--- src/rtl/manchester_unframer.sv ---
// Flag-delimited frame recovery with byte unescaping.
// Emits payload as AXI-Stream through an output FIFO.
module manchester_unframer #(
  parameter logic [7:0] FLAG       = 8'h7E,
  parameter logic [7:0] ESC        = 8'h7D,
  parameter logic [7:0] ESC_XOR    = 8'h20,
  parameter int         FIFO_DEPTH = 16,
  parameter int         MAX_LEN    = 256
) (
  input  logic       aclk,
  input  logic       areset,
  input  logic [7:0] s_axis_tdata,
  input  logic       s_axis_tvalid,
  output logic [7:0] m_axis_tdata,
  output logic       m_axis_tvalid,
  input  logic       m_axis_tready,
  output logic       m_axis_tlast,
  output logic       m_axis_tuser,
  output logic       frame_err,
  output logic       overflow
);

  localparam int AW = $clog2(FIFO_DEPTH);
  localparam int CW = AW + 1;
  localparam int LW = $clog2(MAX_LEN + 1);

  typedef enum logic [1:0] {
    S_HUNT,
    S_SYNC,
    S_DATA,
    S_ESC
  } state_t;

  state_t          r_state;
  logic [7:0]      r_hold;
  logic            r_hold_vld;
  logic [LW-1:0]   r_len;
  logic [9:0]      r_mem [FIFO_DEPTH];
  logic [AW-1:0]   r_wptr;
  logic [AW-1:0]   r_rptr;
  logic [CW-1:0]   r_count;
  logic            r_err;
  logic            r_ovf;

  state_t          w_nstate;
  logic [7:0]      w_hold_d;
  logic            w_hvld_d;
  logic [LW-1:0]   w_len_d;
  logic            w_push;
  logic            w_plast;
  logic            w_puser;
  logic            w_err;
  logic            w_ovf;
  logic            w_data;
  logic            w_abort;
  logic [7:0]      w_dbyte;
  logic            w_pop;
  logic [CW-1:0]   w_free;
  logic            w_is_flag;
  logic            w_is_esc;
  logic            w_ovalid;

  assign w_is_flag = (s_axis_tdata == FLAG);
  assign w_is_esc  = (s_axis_tdata == ESC);
  assign w_ovalid  = (r_count != '0);
  assign w_pop     = w_ovalid & m_axis_tready;
  // space counted after a same-cycle pop
  assign w_free    = CW'(FIFO_DEPTH) - r_count + CW'(w_pop);

  // framing FSM: decode byte, decide pushes and pulses
  always_comb begin
    w_nstate = r_state;
    w_hold_d = r_hold;
    w_hvld_d = r_hold_vld;
    w_len_d  = r_len;
    w_push   = 1'b0;
    w_plast  = 1'b0;
    w_puser  = 1'b0;
    w_err    = 1'b0;
    w_ovf    = 1'b0;
    w_data   = 1'b0;
    w_abort  = 1'b0;
    w_dbyte  = s_axis_tdata;
    if (s_axis_tvalid) begin
      unique case (r_state)
        S_HUNT: begin
          if (w_is_flag) w_nstate = S_SYNC;
        end
        S_SYNC: begin
          if (w_is_esc) w_nstate = S_ESC;
          else if (!w_is_flag) w_data = 1'b1;
        end
        S_DATA: begin
          if (w_is_flag) begin
            w_hvld_d = 1'b0;
            w_len_d  = '0;
            if (w_free != '0) begin
              w_push   = 1'b1;
              w_plast  = 1'b1;
              w_nstate = S_SYNC;
            end else begin
              w_ovf    = 1'b1;
              w_nstate = S_HUNT;
            end
          end else if (w_is_esc) begin
            w_nstate = S_ESC;
          end else begin
            w_data = 1'b1;
          end
        end
        S_ESC: begin
          if (w_is_flag || w_is_esc) begin
            w_abort = 1'b1;
          end else begin
            w_data  = 1'b1;
            w_dbyte = s_axis_tdata ^ ESC_XOR;
          end
        end
        default: w_nstate = S_HUNT;
      endcase
    end
    // bad escape: close any open beat as a bad frame
    if (w_abort) begin
      w_err    = 1'b1;
      w_hvld_d = 1'b0;
      w_len_d  = '0;
      w_nstate = w_is_flag ? S_SYNC : S_HUNT;
      if (r_hold_vld) begin
        if (w_free != '0) begin
          w_push  = 1'b1;
          w_plast = 1'b1;
          w_puser = 1'b1;
        end else begin
          w_ovf    = 1'b1;
          w_nstate = S_HUNT;
        end
      end
    end
    // payload byte: shift through the hold register
    if (w_data) begin
      if (!r_hold_vld) begin
        w_hold_d = w_dbyte;
        w_hvld_d = 1'b1;
        w_len_d  = LW'(1);
        w_nstate = S_DATA;
      end else if (r_len == LW'(MAX_LEN)) begin
        w_err    = 1'b1;
        w_hvld_d = 1'b0;
        w_len_d  = '0;
        w_nstate = S_HUNT;
        if (w_free != '0) begin
          w_push  = 1'b1;
          w_plast = 1'b1;
          w_puser = 1'b1;
        end else begin
          w_ovf = 1'b1;
        end
      end else if (w_free >= CW'(2)) begin
        w_push   = 1'b1;
        w_hold_d = w_dbyte;
        w_len_d  = r_len + LW'(1);
        w_nstate = S_DATA;
      end else begin
        // keep one slot so the frame still ends on tlast
        w_ovf    = 1'b1;
        w_hvld_d = 1'b0;
        w_len_d  = '0;
        w_nstate = S_HUNT;
        if (w_free == CW'(1)) begin
          w_push  = 1'b1;
          w_plast = 1'b1;
          w_puser = 1'b1;
        end
      end
    end
  end

  // framing state, hold register and error pulses
  always_ff @(posedge aclk) begin
    if (areset) begin
      r_state    <= S_HUNT;
      r_hold     <= '0;
      r_hold_vld <= 1'b0;
      r_len      <= '0;
      r_err      <= 1'b0;
      r_ovf      <= 1'b0;
    end else begin
      r_state    <= w_nstate;
      r_hold     <= w_hold_d;
      r_hold_vld <= w_hvld_d;
      r_len      <= w_len_d;
      r_err      <= w_err;
      r_ovf      <= w_ovf;
    end
  end

  // FIFO pointers and occupancy
  always_ff @(posedge aclk) begin
    if (areset) begin
      r_wptr  <= '0;
      r_rptr  <= '0;
      r_count <= '0;
    end else begin
      if (w_push) r_wptr <= r_wptr + AW'(1);
      if (w_pop)  r_rptr <= r_rptr + AW'(1);
      if (w_push && !w_pop)      r_count <= r_count + CW'(1);
      else if (!w_push && w_pop) r_count <= r_count - CW'(1);
    end
  end

  // FIFO storage: {tuser, tlast, tdata}
  always_ff @(posedge aclk) begin
    if (w_push) r_mem[r_wptr] <= {w_puser, w_plast, r_hold};
  end

  assign m_axis_tvalid = w_ovalid;
  assign {m_axis_tuser, m_axis_tlast, m_axis_tdata} =
    w_ovalid ? r_mem[r_rptr] : 10'd0;
  assign frame_err = r_err;
  assign overflow  = r_ovf;

endmodule

--- config.mk ---
export PLATFORM = sky130hd
export DESIGN_NAME = manchester_unframer
export DESIGN_NICKNAME = d
export VERILOG_FILES = /design/src/rtl/manchester_unframer.sv
export SDC_FILE = /design/constraint.sdc
export NUM_CORES = 1
export LEC_CHECK = 0
export ABC_AREA = 0
export ABC_CLOCK_PERIOD_IN_PS = 8200
export CAP_MARGIN = 40
export CELL_PAD_IN_SITES_DETAIL_PLACEMENT = 0
export CELL_PAD_IN_SITES_GLOBAL_PLACEMENT = 1
export CORE_MARGIN = 2
export CORE_UTILIZATION = 55
export CTS_CLUSTER_SIZE = 25
export DETAILED_ROUTE_END_ITERATION = 10
export HOLD_SLACK_MARGIN = 0.1
export PLACE_DENSITY_LB_ADDON = 0.1
export REMOVE_ABC_BUFFERS = 1
export SLEW_MARGIN = 25
export SYNTH_ARGS = -nofsm -noshare
export SYNTH_HDL_FRONTEND = slang
export SYNTH_SLANG_ARGS = --single-unit
export TNS_END_PERCENT = 10
--- constraint.sdc ---
create_clock -name aclk -period 8.2 [get_ports aclk]
set_input_delay 1.64 -clock aclk [delete_from_list [all_inputs] [get_ports aclk]]
set_output_delay 1.64 -clock aclk [all_outputs]
set_load 0.1 [all_outputs]
Word level (Yosys, flattened, before mapping)
Memory sizes are Yosys's and may differ from the RTL's. A register that Yosys moved wholly into a read port is not among the register bits.
Index checks and enable logic that the tools add are counted.
{"block": "totals", "latchBits": 0, "output_inout_bits": 13, "reg_bits": 35, "in_bits": 12, "mem_count": 1, "rom_bits": 0, "word_cells": 140, "mem_bits_rw": 160}
{"name": "r_mem", "words": 16, "word_bits": 10, "rd": 1, "rd_ports_with_merged_regs": 1, "write_ports": 1, "line_no": "38", "source": "logic [9:0] r_mem [FIFO_DEPTH];"}
{"block": "op_classes", "n_reduce_logical": 16, "multipliers": 0, "add_sub_neg": 7, "div_mod_pow": 0, "eq_ne": 10, "magnitude_cmp": 1, "n_shift": 0, "bitwise_logic": 2, "mux": 94}
{"op": "9-bit 2-to-1 mux", "n": 8}
{"op": "1-bit 2-to-1 mux", "n": 64}
{"op": "8-bit 2-to-1 mux", "n": 3}
{"op": "2-bit 2-to-1 mux", "n": 9}
{"op": "6-bit 2-to-1 mux", "n": 3}
{"op": "8-bit by 7-bit equality test with 1-bit output, second input constant", "n": 2}
{"op": "5-bit nonzero test", "n": 3}
{"op": "10-bit 2-to-1 mux", "n": 1}
{"op": "5-bit 2-to-1 mux", "n": 2}
{"op": "9-bit by 1-bit adder with 9-bit output, second input constant", "n": 1}
{"op": "9-bit equality test, second input constant", "n": 1}
{"op": "3-bit AND reduction", "n": 3}
{"op": "3-bit nonzero test", "n": 3}
{"op": "4-bit by 1-bit adder with 4-bit output, second input constant", "n": 2}
{"op": "4-bit 2-to-1 mux", "n": 2}
{"op": "2-bit case mux with 3 select lines", "n": 1}
{"op": "5-bit by 1-bit adder with 5-bit output", "n": 1}
{"op": "5-bit by 1-bit adder with 5-bit output, second input constant", "n": 1}
{"op": "5-bit by 1-bit equality test with 1-bit output, second input constant", "n": 1}
{"op": "5-bit by 2-bit greater-or-equal comparator with 1-bit output, second input constant", "n": 1}
{"op": "5-bit by 1-bit subtractor with 5-bit output, second input constant", "n": 1}
{"op": "5-bit subtractor, first input constant", "n": 1}
{"op": "2-bit equality test, second input constant", "n": 2}
{"op": "4-bit inequality test, second input constant", "n": 1}
{"op": "11 further kinds", "n": 13}

Logic depth before layout (Yosys ltp)
Gate-level depths: netlist of the first run.
{"block": "depth", "ltp_word": 20, "depth_mapped": 22, "depth_no_buf": 20}

Worst setup path after synthesis of the first run
OpenSTA, ideal clock, no wires.
{"block": "synth_path", "kind": "input to register", "from": "in m_axis_tready", "to": "reg r_count[4]", "required_ps": 8129, "n_path_buf": 2, "path_slack_ps": 3323, "arrival_ps": 4807, "path_stages": 18, "setup_time_ps": 71, "path_cell_list": "nor2b_1 -> inv_1 -> ha_1 -> inv_1 -> ha_1 -> a21o_1 -> or3b_1 -> buf_2 -> o211a_1 -> buf_6 -> ha_1 -> inv_1 -> ha_1 -> a21o_1 -> a21oi_1 -> xnor2_1 -> or3_1 -> a21oi_1"}
{"block": "synth_via", "elab_chain_len": 18, "elab_cells_between_ends": 24, "classes_between": "1 x add/sub; 1 x order compare; 1 x eq/ne; 14 x mux; 1 x bitwise; 6 x reduce/logical"}
{"item": "from (decl)", "line_no": "16", "source": "input logic m_axis_tready,"}
{"item": "1-bit AND (*)", "line_no": "66", "source": "assign w_pop = w_ovalid & m_axis_tready;"}
{"item": "5-bit by 1-bit adder with 5-bit output (*)", "line_no": "68", "source": "assign w_free = CW'(FIFO_DEPTH) - r_count + CW'(w_pop);"}
{"item": "5-bit nonzero test", "line_no": "97, 129, 151"}
{"item": "1-bit 2-to-1 mux", "line_no": "97", "source": "if (w_free != '0) begin"}
{"item": "1-bit 2-to-1 mux", "line_no": "94", "source": "if (w_is_flag) begin"}
{"item": "1-bit 2-to-1 mux", "line_no": "85", "source": "unique case (r_state)"}
{"item": "1-bit 2-to-1 mux", "line_no": "84", "source": "if (s_axis_tvalid) begin"}
{"item": "1-bit 2-to-1 mux", "line_no": "129", "source": "if (w_free != '0) begin"}
{"item": "[... 3 more ...]"}
{"item": "1-bit 2-to-1 mux", "line_no": "158", "source": "end else if (w_free >= CW'(2)) begin"}
{"item": "1-bit 2-to-1 mux", "line_no": "146", "source": "end else if (r_len == LW'(MAX_LEN)) begin"}
{"item": "1-bit 2-to-1 mux", "line_no": "141", "source": "if (!r_hold_vld) begin"}
{"item": "1-bit 2-to-1 mux (*)", "line_no": "140", "source": "if (w_data) begin"}
{"item": "named net w_push", "line_no": "49", "source": "logic w_push;"}
{"item": "1-bit logical NOT", "line_no": "207", "source": "else if (!w_push && w_pop) r_count <= r_count - CW'(1);"}
{"item": "1-bit logical AND", "line_no": "207"}
{"item": "2-bit nonzero test (no line)"}
{"item": "to (signal assigned)", "line_no": "206", "source": "if (w_push && !w_pop) r_count <= r_count + CW'(1);"}
{"item": "to (signal assigned)", "line_no": "207"}
{"item": "to (decl)", "line_no": "41", "source": "logic [CW-1:0] r_count;"}
Mark *: on every way through the listed nets, which the timed path passes. The rest lies on a longest branch.
A chain may end at the register's enable or synchronous reset.

Worst setup path in the final report of the first run
{"block": "layout_path", "from": "in m_axis_tready", "to": "reg r_count[4]"}
{"block": "layout_via", "elab_chain_len": 18, "elab_cells_between_ends": 24, "classes_between": "1 x add/sub; 1 x order compare; 1 x eq/ne; 14 x mux; 1 x bitwise; 6 x reduce/logical"}
{"item": "1-bit AND (*)", "line_no": "66"}
{"item": "5-bit by 1-bit adder with 5-bit output", "line_no": "68"}
{"item": "5-bit nonzero test", "line_no": "97, 129, 151"}
{"item": "1-bit 2-to-1 mux", "line_no": "97"}
{"item": "1-bit 2-to-1 mux", "line_no": "94"}
{"item": "1-bit 2-to-1 mux", "line_no": "85"}
{"item": "1-bit 2-to-1 mux", "line_no": "84"}
{"item": "1-bit 2-to-1 mux", "line_no": "129"}
{"item": "[... 2 more ...]"}
{"item": "1-bit 2-to-1 mux", "line_no": "169", "source": "if (w_free == CW'(1)) begin"}
{"item": "1-bit 2-to-1 mux", "line_no": "158"}
{"item": "1-bit 2-to-1 mux", "line_no": "146"}
{"item": "1-bit 2-to-1 mux", "line_no": "141"}
{"item": "1-bit 2-to-1 mux", "line_no": "140"}
{"item": "1-bit logical NOT", "line_no": "207"}
{"item": "1-bit logical AND", "line_no": "207"}
{"item": "2-bit nonzero test (no line)"}
Mark *: on every way between the ends. The rest lies on a longest branch, timed or not.

==> flow_summary.json, run 1 <==
{
  "placed_cell_area_um2": 8984,
  "worst_pin_slew_ns": 0.7462,
  "maxSlewHeadroom_pct": 50.25,
  "wl_met3_um": 631,
  "cts_setup_buffers": 0,
  "yosys-top-cells-area": "edfxtp_1 (58%), mux4_2 (13%), dfxtp_1 (9.4%)",
  "r2r_end": "r_count[4]$_SDFFE_PP0P_",
  "post-synth-top-count-cell": "edfxtp_1",
  "hold_class": "register to register",
  "worst-path-max-fanout": 12,
  "cts-htree-levels": 4,
  "crit_path_end": "r_count[4]$_SDFFE_PP0P_",
  "arrival_ns": 5.58,
  "antenna_cells": 0,
  "setup_violations": 0,
  "rr_worst_depth": 20,
  "crit_type": "primary input to register",
  "setup_tns_ns": 0,
  "nNetsFinal": 573,
  "vias": 4393,
  "routedWlPerCell_um": 21.53,
  "clock-root-buffer": "clkbuf_16",
  "fin_crit_sh_pct": 63.76,
  "wl_met1_um": 6895,
  "totalWireLength_um": 16020,
  "critPathLaunchType": "primary input",
  "fp.dieArea_um2": 16170,
  "startpoint": "m_axis_tready",
  "place_congestion": 0.8082,
  "first_pass_iters": 4,
  "clkSinkCount": 199,
  "grt_pass1_vias": 4523,
  "area_growth_pct": 15.47,
  "max_freq_mhz": 191.3,
  "grt_pass1_wl_um": 25300,
  "holdBufCountCts": 0,
  "async_flop_share_pct": 0,
  "viasPerCell": 5.905,
  "cp_slowest_stage_delay_ns": 0.45,
  "io_buffers": 24,
  "peakVddDrop_mv": 0.1550,
  "postRouteAntennaNets": 0,
  "start_util_pct": 55.51,
  "rsz0062_at_grt": "no",
  "final_cell_area_um2": 9637,
  "regToRegSetupSlack_ns": 3.71,
  "cts_tree": "done",
  "yosys.area.top_type": "edfxtp_1",
  "hold_viol": 0,
  "synth_top_flop_cell": "edfxtp_1",
  "clock_latency_ns": 0.43,
  "syn_area_um2": 8346,
  "path_cells": "clkdlybuf4s50_1 -> nor2b_1 -> inv_1 -> ha_1 -> inv_1 -> ha_1 -> nand2b_1 -> a21o_1 -> or3b_1 -> o211a_1 -> ha_1 -> inv_1 -> ha_1 -> a21o_1 -> a21oi_1 -> xnor2_1 -> or3_1 -> a21oi_1",
  "slowest_stage": "clkdlybuf4s50_1",
  "wl_met2_um": 8254,
  "drv_slew": 0,
  "ys_seq_elements": 199,
  "ios": 25,
  "ys_seq_area_share_pct": 66.93,
  "status": "complete, no violations",
  "grt_usage_pct": 21.37,
  "overflow": 0,
  "cp_top_family": "simple AND/OR/NAND/NOR gates",
  "rows": 45,
  "grt_max_degree": 41,
  "ff_latch_area_um2": 5587,
  "cap_violations": 0,
  "core_area_um2": 15030,
  "cp.required_ns": 8.56,
  "drc": 0,
  "fp.dieH_um": 127.2,
  "synth_edf_count": 160,
  "multi_input_area_um2": 2609,
  "ys_top_cells_by_count": "edfxtp_1 (160), mux4_2 (50), nor2_1 (40)",
  "ys_types": 51,
  "r2r_start": "r_count[1]$_SDFFE_PP0P_",
  "nFillCells": 1054,
  "die_w_um": 127.2,
  "hpwl_um": 10280,
  "cts_made_buffers": 17,
  "fin_crit_ns": 5.229,
  "clockBufferDepth": 2,
  "worst-path-stages": 18,
  "cts_resized": 0,
  "clkTransAtPathRegs_ns": 0.06,
  "antenna_found_initial": 0,
  "syn_avg_cell_area_um2": 16.62,
  "crit_buf_inv": 4,
  "finClkSkew_ns": 0.006574,
  "synth_top_area_share_pct": 57.57,
  "syn_inst": 502,
  "drtIter0Drc": 352,
  "end_kind": "register",
  "crit_top_cell": "ha_1",
  "p_per_area_nw_per_um2": 285.8,
  "p_leak_nw": 3.021,
  "drive_gt1_share_pct": 19.24,
  "highest_layer": "met4",
  "yosys_warnings": 0
}
[per-stage QoR]
step | util, % | total power [mW] | setup WS (ns) | cells | hold slack, ns
after floorplan | - | 1.647 | 2.766 | 480 | 0.4603
after global placement | 58.25 | 1.799 | 2.634 | 696 | 0.4956
after detailed placement | 59.76 | 1.927 | 2.545 | 711 | 0.4998
after CTS | 64.00 | 2.782 | 2.977 | 743 | 0.5045
after global routing | 64.10 | 2.858 | 2.738 | 744 | 0.5256
final | 64.10 | 2.755 | 2.971 | 744 | 0.5041
[registers in the layout, indices dropped and copies added (netlist names), named ones only]
name,cells
r_hold_vld,1
r_count,5
r_state,2
r_hold,8
overflow,1
r_len,9
frame_err,1
r_wptr,4
r_mem,160
r_rptr,4
[routing by layer]
metal	up-vias	GRT usage (%)
li1	2043	-
met1	2237	28.28
met2	92	36.15
met3	21	4.648
met4	0	6.270
met5	-	0
[placed cells by master (no fill, tap or decap), drive strengths merged, types with 6 or more instances in the layout]
| master | n |
|---|---|
| nor2 | 40 |
| xor2 | 12 |
| edfxtp | 160 |
| nand2 | 13 |
| clkbuf | 26 |
| nand3 | 6 |
| and3 | 10 |
| inv | 18 |
| and2 | 10 |
| nor2b | 13 |
| ha | 17 |
| or3 | 6 |
| mux4 | 50 |
| a21oi | 12 |
| mux2i | 10 |
| clkdlybuf4s50 | 24 |
| dfxtp | 39 |
| buf | 20 |
[worst register-to-register path, stage by stage (launching register included)]
cell      delay, ns
dfxtp_1        0.38
or2_1          0.28
nor4_2         0.13
buf_4          0.26
nor2b_1        0.14
inv_1          0.12
ha_1           0.19
inv_1          0.05
ha_1           0.19
nand3b_1       0.16
a21o_1         0.18
or3b_1         0.45
o211a_1        0.30
ha_1           0.30
inv_1          0.14
ha_1           0.28
a21o_1         0.19
a21oi_1        0.16
xnor2_1        0.09
or3_1          0.30
a21oi_1        0.14
[worst min path at each step]
| stage | startpoint | end | slack, ns | cells past startpoint |
|---|---|---|---|---|
| floorplan | r_rptr[1]$_SDFFE_PP0P_ | register | 0.46 | 2 |
| global placement | r_rptr[1]$_SDFFE_PP0P_ | r_rptr[1]$_SDFFE_PP0P_ | 0.50 | 2 |
| finish | r_rptr[1]$_SDFFE_PP0P_ | r_rptr[1]$_SDFFE_PP0P_ | 0.50 | 2 |
| global route | r_rptr[1]$_SDFFE_PP0P_ | register | 0.53 | 2 |
| CTS | r_rptr[1]$_SDFFE_PP0P_ | register | 0.50 | 2 |
| detailed placement | r_rptr[1]$_SDFFE_PP0P_ | register | 0.50 | 2 |
[power breakdown]
group	switching (mW)	internal, mW	leakage (nW)
sequential	0.0250	1.09	1.65
combinational	0.461	0.321	1.06
clock	0.353	0.506	0.311
[cells by family (layout without fill, tap and decap cells)]
| group | after synthesis | after routing | synth area share, % |
|---|---|---|---|
| flops | 199 | 199 | 66.93 |
| simple gates | 131 | 131 | 8.621 |
| mux | 60 | 60 | 14.69 |
| compound gates | 39 | 39 | 3.253 |
| buf+inv | 38 | 92 | 1.934 |
| fa+ha+maj | 18 | 18 | 2.789 |
| xor+xnor | 17 | 17 | 1.784 |
[cell type report]
cell class / instances / area share, %
tap: 188 / 2.441
inverter: 16 / 0.6232
timing repair buffer: 44 / 5.271
multi-input combinational: 265 / 27.07
clock inverter: 6 / 0.4414
clock buffer: 26 / 6.180
sequential: 199 / 57.97
Note: power is estimated with default switching activity, not from simulation.
==> run 2, diff against run 1 <==
ABC_CLOCK_PERIOD_IN_PS = 4600   (was 8200)
CORE_UTILIZATION = 48   (was 55)
clock period = 4.6 ns   (was 8.2 ns; I/O delays follow)
==> run 2 against run 1 <==
Effect of this change: cell count up 4.3%; design area down 1.6%; critical path depth unchanged; hold slack better by 0.014 ns; utilization down 8.7 points; via count down 0.87%; clock power up 68%; non-clock buffer count down 5; flip-flop and latch count unchanged; critical path type unchanged; die area up 14%; clock-buffer cell count down 7.
==> flow_summary.json, run 2 (same netlist as run 1, synthesis figures left out) <==
{
  "cp.required_ns": 4.95,
  "cts_tree": "done",
  "whs_path_depth": 2,
  "regToRegSetupSlack_ns": 0.55,
  "end_kind": "register",
  "final_common_cell": "edfxtp_1",
  "rows": 48,
  "antenna_cells": 0,
  "peakVddDrop_mv": 0.3144,
  "grt_max_degree": 41,
  "die_w_um": 135.9,
  "antenna_found_initial": 0,
  "place_congestion": 0.8025,
  "hold_class": "register to register",
  "finClkSkew_ns": 0.01045,
  "grt_pass1_wl_um": 25930,
  "power_mw": 4.645,
  "largest_register_ffs": 160,
  "setup_tns_ns": 0,
  "overflow": 0,
  "p_per_area_nw_per_um2": 489.6,
  "fin_ws_ns": 0.4097,
  "crit_type": "primary input to register",
  "grt_usage_pct": 19.49,
  "status": "complete, no violations",
  "finalNonFillerCells": 776,
  "layout_common_cells": "edfxtp_1 (160), mux4_2 (50), nor2_1 (40), dfxtp_1 (37), buf_4 (20)",
  "clkSinkCount": 199,
  "setup_violations": 0,
  "dp_slack_ns": -0.006215,
  "fin_crit_ns": 4.190,
  "area_growth_pct": 13.67,
  "holdBufCountCts": 0,
  "routedWlPerCell_um": 21.20,
  "vias": 4355,
  "cap_violations": 0,
  "nFillCells": 1355,
  "cts_resized": 0,
  "drv_slew": 0,
  "ios": 25,
  "holdWs_ns": 0.5179,
  "clock-root-buffer": "clkbuf_16",
  "clkTransAtPathRegs_ns": 0.07,
  "fp.dieH_um": 135.9,
  "drtIter0Drc": 206,
  "fp.dieArea_um2": 18460,
  "start_util_pct": 48.76,
  "core_area_um2": 17120,
  "io_buffers": 24,
  "hpwl_um": 10530,
  "first_pass_iters": 4,
  "grt_pass1_vias": 4544,
  "drc": 0,
  "drive_gt1_share_pct": 20.69,
  "largestRegisters": "r_mem x160, r_len x9, r_hold x8",
  "cts-htree-levels": 4,
  "viasPerCell": 5.612,
  "worst-path-max-fanout": 5,
  "worst_pin_slew_ns": 0.7565,
  "p_leak_nw": 2.966,
  "postRouteAntennaNets": 0,
  "cts_setup_buffers": 0,
  "arrival_ns": 4.54,
  "hold_viol": 0,
  "clockBufferDepth": 2,
  "critPathLaunchType": "primary input",
  "rsz0062_at_grt": "no",
  "cts_made_buffers": 17,
  "fin_crit_sh_pct": 91.09,
  "maxSlewHeadroom_pct": 49.41,
  "clock_latency_ns": 0.43,
  "nNetsFinal": 568,
  "totalWireLength_um": 16450,
  "max_freq_mhz": 238.6,
  "placed_cells": 743,
  "largest_register": "r_mem",
  "rr_worst_depth": 19
}
-- run 2: changes by cell type in the layout (fill, tap and decap cells not counted), sizes merged --
cell,previous run,this run
inv,18,25
clkbuf,26,19
clkdlybuf4s50,24,14
buf,20,25
clkinvlp,2,0
clkinv,2,4
-- run 2: stage by stage --
stage / cell area, um2 / utilization, %
after floorplan: 8244 / -
after global placement: 8845 / 51.67
after detailed placement: 8894 / 51.96
after CTS: 9472 / 55.34
after global routing: 9487 / 55.42
final: 9487 / 55.42
-- run 2: layout make-up --
class	count	area, um2	share of cell area [%]
repair buffers	39	370.4	3.904
multi-input cells	265	2609	27.50
flip-flops and latches	199	5588	58.90
well taps	225	281.5	2.968
clock buffers	19	475.5	5.012
clock inverters	13	102.6	1.082
inverters	16	60.06	0.6331
-- run 2: per-layer routing --
layer,global-route usage [%],share of wire [%],vias up
met1,24.27,42,2245
met2,34.46,54,61
met3,3.915,2.6,18
met5,0,0,-
met4,6.076,1.4,0
li1,-,-,2031
-- run 2: final timing paths --
path,start,to
max,m_axis_tready,r_count[4]$_SDFFE_PP0P_
max reg2reg,r_count[1]$_SDFFE_PP0P_,r_count[4]$_SDFFE_PP0P_
min,r_rptr[1]$_SDFFE_PP0P_,register
min reg2reg,r_rptr[1]$_SDFFE_PP0P_,register
-- run 2: critical path, cell delays in order --
cell             delay (ns)
clkdlybuf4s50_1        0.44
nor2b_1                0.32
inv_1                  0.11
ha_1                   0.23
inv_1                  0.06
ha_1                   0.15
nand2b_1               0.06
a21o_1                 0.18
or3b_1                 0.38
o211a_1                0.15
ha_1                   0.23
inv_1                  0.14
ha_1                   0.29
a21o_1                 0.19
a21oi_1                0.16
xnor2_1                0.09
or3_1                  0.30
a21oi_1                0.14
-- run 2: power breakdown --
part	total, mW	internal (mW)	switching (mW)	leakage, nW
sequential	1.97	1.94	0.0329	1.65
clock	1.44	0.771	0.665	0.292
combinational	1.24	0.417	0.819	1.02
==> run 3, diff against run 2 <==
==> constraint.sdc (replaced) <==
create_clock -name aclk -period 4.6 [get_ports aclk]
set_input_delay 1.15 -clock aclk [delete_from_list [all_inputs] [get_ports aclk]]
set_output_delay 1.15 -clock aclk [all_outputs]
set_load 0.1 [all_outputs]
==> run 3 against run 2 <==
Effect of this change: clock-buffer cell count is the same; register-to-register slack gained 0.10 ns; global-route usage grew 0.34 points; critical path depth grew 1; routed wire length grew 0.32%; non-clock buffer count grew 9; die area is the same; power shrank 0.47%; flip-flop and latch count is the same; first-iteration DRC count shrank 8.7%; via count grew 1.4%; largest cell class unchanged; largest power group unchanged.
==> flow_summary.json, run 3 (same netlist as run 1, synthesis figures left out) <==
{
  "grt_pass1_wl_um": 26220,
  "drc": 0,
  "antenna_cells": 0,
  "io_buffers": 24,
  "crit_top_cell": "ha_1",
  "vias": 4415,
  "clock_latency_ns": 0.44,
  "maxSlewHeadroom_pct": 48.11,
  "largest_register_ffs": 160,
  "finClkSkew_ns": 0.01726,
  "grt_usage_pct": 19.83,
  "crit_type": "primary input to register",
  "clkTransAtPathRegs_ns": 0.07,
  "grt_pass1_vias": 4582,
  "totalWireLength_um": 16510,
  "place_congestion": 0.8066,
  "core_area_um2": 17120,
  "cp.required_ns": 4.96,
  "cts_resized": 0,
  "rsz0062_at_grt": "no",
  "cts_made_buffers": 17,
  "cp_slowest_stage_delay_ns": 0.40,
  "cap_violations": 0,
  "ios": 25,
  "largest_register": "r_mem",
  "max_freq_mhz": 236.0,
  "area_growth_pct": 14.32,
  "hpwl_um": 10590,
  "grt-busiest-layer": "met2",
  "antenna_found_initial": 0,
  "worst_pin_slew_ns": 0.7759,
  "use_met1_pct": 24.65,
  "clockBufferDepth": 2,
  "viasPerCell": 5.624,
  "met3_usage_pct": 3.654,
  "p_leak_nw": 2.991,
  "status": "complete, no violations",
  "clkSinkCount": 199,
  "fin_crit_ns": 4.237,
  "routedWlPerCell_um": 21.03,
  "cts_tree": "done",
  "grt_max_degree": 41,
  "postRouteAntennaNets": 0,
  "hold_viol": 0,
  "drtIter0Drc": 188,
  "die_w_um": 135.9,
  "worst-path-max-fanout": 5,
  "peakVddDrop_mv": 0.2948,
  "grt_util_met2_pct": 35.33,
  "fp.dieH_um": 135.9,
  "critPathLaunchType": "primary input",
  "holdBufCountCts": 0,
  "slowest_stage": "clkdlybuf4s50_1",
  "drive_gt1_share_pct": 21.79,
  "fp.dieArea_um2": 18460,
  "layout_common_cells": "edfxtp_1 (160), mux4_2 (50), nor2_1 (40), dfxtp_1 (37), buf_4 (29)",
  "nNetsFinal": 577,
  "finalNonFillerCells": 785,
  "largestRegisters": "r_mem x160, r_len x9, r_hold x8",
  "hold_class": "register to register",
  "p_per_area_nw_per_um2": 484.6,
  "path_cells": "clkdlybuf4s50_1 -> nor2b_1 -> buf_4 -> inv_1 -> ha_1 -> inv_1 -> ha_1 -> nand3b_1 -> a21o_1 -> or3b_1 -> o211a_1 -> ha_1 -> inv_1 -> ha_1 -> a21o_1 -> a21oi_1 -> xnor2_1 -> or3_1 -> a21oi_1",
  "start_util_pct": 48.76,
  "cts_setup_buffers": 0,
  "clock-root-buffer": "clkbuf_16",
  "cts-htree-levels": 4,
  "end_kind": "register",
  "rows": 48,
  "overflow": 0,
  "fin_crit_sh_pct": 92.10,
  "setup_violations": 0,
  "drv_slew": 0,
  "final_common_cell": "edfxtp_1",
  "placed_cells": 752,
  "power_mw": 4.623,
  "first_pass_iters": 4,
  "arrival_ns": 4.60
}
[run 3: cell count changes in the layout (fill, tap and decap cells not counted), sizes merged]
cell and delta:
clkinvlp +1, clkinv +1, buf +9, inv -2
[run 3: where the power goes]
group / switching [mW] / total [mW] / internal, mW
clock: 0.671 / 1.40 / 0.724
sequential: 0.0311 / 1.97 / 1.94
combinational: 0.828 / 1.26 / 0.430
[run 3: metal layers]
metal	share of wire (%)	wire, um	up-vias
met5	0	0	-
met4	0.90	149	0
met3	3.6	588	11
met2	52	8634	74
met1	43	7133	2277
li1	-	-	2053
[run 3: critical path: cells and delay by family]
family | cells | cell delay, ns
AND/OR/NAND/NOR | 4 | 0.95
buffers and inverters | 5 | 0.80
AO/OA/AOI/OAI | 5 | 0.79
adder cells (fa/ha/maj) | 4 | 0.82
XOR/XNOR | 1 | 0.09
[run 3: worst paths after layout]
path | from | endpoint | slack, ns | depth (start not counted)
setup / recovery | m_axis_tready | r_count[4]$_SDFFE_PP0P_ | 0.36 | 19
hold / removal | r_rptr[1]$_SDFFE_PP0P_ | register | 0.50 | 2
hold reg to reg | r_rptr[1]$_SDFFE_PP0P_ | register | 0.50 | 2
setup reg to reg | r_count[1]$_SDFFE_PP0P_ | r_count[4]$_SDFFE_PP0P_ | 0.65 | 20
[run 3: final cells by class]
| class | instances | area [um2] |
|---|---|---|
| multi-input combinational | 265 | 2609 |
| sequential | 199 | 5588 |
| tap | 225 | 281.5 |
| fill | 1406 | 7576 |
| clock buffer | 19 | 442.9 |
| clock inverter | 13 | 112.6 |
| timing repair buffer | 48 | 446.7 |
| inverter | 16 | 60.06 |
[run 3: through the flow]
step	util (%)	TNS [ns]	hold slack [ns]	area (um2)	setup slack, ns
floorplan	-	-3.629	0.4603	8244	-0.3443
global placement	52.07	0	0.4831	8912	0.01721
detailed placement	52.43	-0.07408	0.4988	8974	-0.07408
CTS	55.67	0	0.5093	9529	0.3576
global route	55.74	0	0.5383	9540	0.07648
finish	55.74	0	0.5008	9540	0.3634
